`src/rtl/run_len_detect.sv`:
```
// Run-length detector: flags N identical consecutive enabled samples of S,
// with polarity select, a per-run hit pulse and a saturating detection counter.
module run_len_detect #(
  parameter int unsigned RUN_LEN = 3,
  parameter int unsigned CNT_W   = 8
) (
  input  logic             clk,
  input  logic             rst,
  input  logic             clr,
  input  logic             en,
  input  logic             S,
  input  logic [1:0]       mode,
  output logic             Y,
  output logic             hit,
  output logic [CNT_W-1:0] run_cnt,
  output logic             last,
  output logic [CNT_W-1:0] det_cnt
);

  localparam int unsigned   EXT_W   = CNT_W + 1;
  localparam logic [CNT_W-1:0] CNT_MAX = '1;
  localparam logic [CNT_W-1:0] RUN_LEN_C = CNT_W'(RUN_LEN);
  localparam logic [EXT_W-1:0] RUN_LEN_E = EXT_W'(RUN_LEN);

  logic [CNT_W-1:0] run_cnt_q, run_cnt_d;
  logic [CNT_W-1:0] det_cnt_q, det_cnt_d;
  logic             last_q, last_d;
  logic             hit_q, hit_d;

  logic             allow_s;
  logic [EXT_W-1:0] cnt_p1;
  logic [CNT_W-1:0] next_cnt;
  logic             qual;
  logic             run_ok;

  // Polarity qualification of the current sample
  always_comb begin
    allow_s = 1'b0;
    case (mode)
      2'b00:   allow_s = 1'b1;
      2'b01:   allow_s = S;
      2'b10:   allow_s = ~S;
      default: allow_s = 1'b0;
    endcase
  end

  // Extended-width increment doubles as overflow flag and as the Y threshold test
  always_comb begin
    cnt_p1   = {1'b0, run_cnt_q} + EXT_W'(1);
    next_cnt = CNT_W'(1);
    if ((run_cnt_q != '0) && (S == last_q)) begin
      next_cnt = cnt_p1[CNT_W] ? CNT_MAX : cnt_p1[CNT_W-1:0];
    end
    qual   = (next_cnt == RUN_LEN_C) && allow_s;
    run_ok = (cnt_p1 >= RUN_LEN_E) && (S == last_q);
  end

  always_comb begin
    run_cnt_d = run_cnt_q;
    det_cnt_d = det_cnt_q;
    last_d    = last_q;
    hit_d     = 1'b0;
    if (clr) begin
      run_cnt_d = '0;
      det_cnt_d = '0;
    end else if (en) begin
      run_cnt_d = next_cnt;
      last_d    = S;
      hit_d     = qual;
      if (qual && (det_cnt_q != CNT_MAX)) begin
        det_cnt_d = det_cnt_q + CNT_W'(1);
      end
    end
  end

  always_ff @(posedge clk) begin
    if (rst) begin
      run_cnt_q <= '0;
      det_cnt_q <= '0;
      last_q    <= 1'b0;
      hit_q     <= 1'b0;
    end else begin
      run_cnt_q <= run_cnt_d;
      det_cnt_q <= det_cnt_d;
      last_q    <= last_d;
      hit_q     <= hit_d;
    end
  end

  assign Y       = en & allow_s & ((RUN_LEN == 1) | run_ok);
  assign hit     = hit_q;
  assign run_cnt = run_cnt_q;
  assign last    = last_q;
  assign det_cnt = det_cnt_q;

endmodule
```
`config.mk`:
```
export PLATFORM = sky130hd
export DESIGN_NAME = run_len_detect
export DESIGN_NICKNAME = d
export VERILOG_FILES = /design/src/rtl/run_len_detect.sv
export SDC_FILE = /design/constraint.sdc
export NUM_CORES = 1
export LEC_CHECK = 0
export ABC_AREA = 1
export CORE_MARGIN = 2
export CORE_UTILIZATION = 50
export DETAILED_ROUTE_END_ITERATION = 6
export PLACE_DENSITY = 0.83
export SYNTH_ARGS = -nofsm -noshare
export SYNTH_HDL_FRONTEND = slang
export SYNTH_SLANG_ARGS = --single-unit
export TNS_END_PERCENT = 100
```
`constraint.sdc`:
```
create_clock -name clk -period 2.15 [get_ports clk]
set_clock_uncertainty 0.05 [all_clocks]
set_input_delay 0.3225 -clock clk [delete_from_list [all_inputs] [get_ports clk]]
set_output_delay 0.3225 -clock clk [all_outputs]
set_load 0.01 [all_outputs]
```
==> results.yml <==
grt:
  grt_max_degree: 14
  grt_pass1_wl_um: 6306
  gr-usage-all-layers: 0.3117
  overflow: 0
  antenna_found_initial: 0
  grt_pass1_vias: 1407
place:
  dp_cells: 266
  place.gp.congestion: 0.8903
  dp_hpwl_um: 2799
  place_ws_ns: -0.08844
  port-buffer-count: 25
synth:
  synth_cell_types: 26
  synth_seq_area_share: 0.2960
  synthesis.area_mm2: 0.001217
  avgSynthCellArea_um2: 6.441
  synth.area.top_cells: "dfxtp_1, nand2_1, inv_1"
  yosysWarnings: 0
  ys_ff_latch: 18
  yosys.area.top_type_share: 0.2960
  synth_top_area_cell: "dfxtp_1"
  syn_inst: 189
  syn_nets: 200
worst_setup_path:
  reg2reg_slack_ns: 0.05
  crit_arrival_ns: 1.75
  crit_path_start_kind: "flip-flop"
  crit_type: "flip-flop to output pin"
  reg2reg_depth: 14
  path_max_fanout: 3
  cp-end-kind: "output pin"
  cp.required_ns: 1.78
sta:
  fmax_mhz: 470.4
  tightest_slew_ns: 0.5096
  fin_ws_ns: 0.02428
  setup_violations: 0
  finalCritPeriodShare: 0.9887
  relSlewSlack: 0.6593
  hold_viol_final: 0
  slew_viol_final: 0
  holdWs_ns: 0.5010
  post-route-min-period_ns: 2.126
  rsz0062_at_grt: "true"
power_and_ir_drop:
  p_int_uw: 504.4
  p_sw_frac: 0.2801
  comb_power_share: 0.187
  power_switching_uw: 196.2
  power_density_mw_per_mm2: 380.9
  seq_power_share: 0.495
  finalPower_uw: 700.7
  power.leakage_nw: 0.8275
  ir_drop_mv: 0.2851
  p_clk_frac: 0.318
floorplanning:
  pin_count: 26
  die_x_um: 53.35
  fp-row-count: 17
  core-area_mm2: 0.002255
  initial_core_util: 0.5400
  fp.dieH_um: 53.35
  dieArea_mm2: 0.002846
routing:
  drt_first_pass_iters: 4
  vias: 1507
  drtAntennaViolNets: 0
  drt_iter0_drc: 70
  wl_per_cell_um: 14.77
  vias_per_cell: 5.540
  routed_wl_um: 4017
  drc_errors: 0
finish:
  final_cell_mix: "nand2_1, buf_4, inv_1, nor2_1, clkdlybuf4s50_1"
  finalNonFillerCells: 272
  areaGrowthSynthToFinish_pct: 51.08
  layout_commonest_cell: "nand2_1"
  final_nets: 256
  fin_util: 0.8158
  diodes: 0
  drive_gt1_frac: 0.2869
clocking:
  clock_tree.buffer_depth: 2
  numCtsBuffers: 3
  clk_pin_slew_worst_paths_ns: 0.12
  cts_sinks: 18
  cts_root_buf: "clkbuf_4"
  cts-hold-fix-buffers: 0
  cts_tree: "built"
  clk_latency_ns: 0.31
  htree_levels: 1
min_path:
  hold_path_depth: 4
  hold_path.class: "flip-flop to flip-flop"
run_status:
  status: "finished clean"
flow_run:
  cap_violations: 0
-- cell usage after synthesis, drive strengths merged --
cell and number:
inv 28, a31oi 1, o21ai 9, xnor2 2
nand3 22, a211oi 1, nor2 31, buf 2
clkbuf 3, nor4 3, dfxtp 18, nand4 8
ha 4, and3 1, nor3 3, a21oi 8
a22oi 1, nand2 43, o21bai 1
-- repair_timing --
item,CTS,global route
pin swaps,3,7
setup endpoints to repair,3,9
setup buffers,1,1
resized for setup,19,14
-- final cells by class --
class | instances | area (um^2)
well taps | 28 | 35.03
inverters | 28 | 107.6
clock buffers | 4 | 36.28
fillers | 144 | 415.4
multi-input cells | 138 | 802.0
flip-flops and latches | 18 | 372.9
repair buffers | 56 | 485.5
-- worst paths after layout --
check	to	startpoint
hold / removal	det_cnt[5]	det_cnt[5]
setup / recovery	Y	run_cnt[0]
setup reg to reg	det_cnt[0]	run_cnt[4]
hold reg to reg	det_cnt[5]	det_cnt[5]
-- power groups by stage --
stage | clock [mW] | combinational, mW | sequential [mW]
floorplan | 0 | 0.0537 | 0.354
global placement | 0 | 0.112 | 0.352
detailed placement | 0 | 0.115 | 0.353
CTS | 0.226 | 0.124 | 0.346
global route | 0.240 | 0.142 | 0.348
finish | 0.223 | 0.131 | 0.347
-- per-layer routing --
metal | share of wire | vias to the layer above | track usage
met2 | 0.49 | 79 | 0.5494
li1 | - | 726 | -
met4 | 0.039 | 0 | 0.1197
met1 | 0.41 | 681 | 0.3824
met3 | 0.065 | 21 | 0.03390
met5 | 0 | - | 0
-- per-stage QoR --
step / area (um^2) / setup TNS, ns
2_1_floorplan: 1217 / 0
3_3_place_gp: 1683 / -0.1099
3_5_place_dp: 1683 / -0.2500
4_1_cts: 1778 / 0
5_1_grt: 1839 / -0.5109
6_report: 1839 / 0
-- sequential cells by signal (all words and copies together) (netlist names) --
signal	cells
run_cnt	8
last	1
hit	1
det_cnt	8
-- kinds of logic after synthesis --
| logic type | synth area share |
|---|---|
| XOR/XNOR | 0.01439 |
| buffers and inverters | 0.1172 |
| AO/OA/AOI/OAI | 0.09353 |
| adder cells (fa/ha/maj) | 0.04111 |
| AND/OR/NAND/NOR | 0.4378 |
| flip-flops | 0.2960 |
-- critical path, stage by stage (launching register included) --
cell      delay, ns
dfxtp_4        0.41
ha_4           0.18
nand3_1        0.10
o21bai_1       0.18
nand2_1        0.09
nor4_2         0.26
nor3_1         0.07
buf_2          0.14
Note: power is estimated with default switching activity, not from simulation.
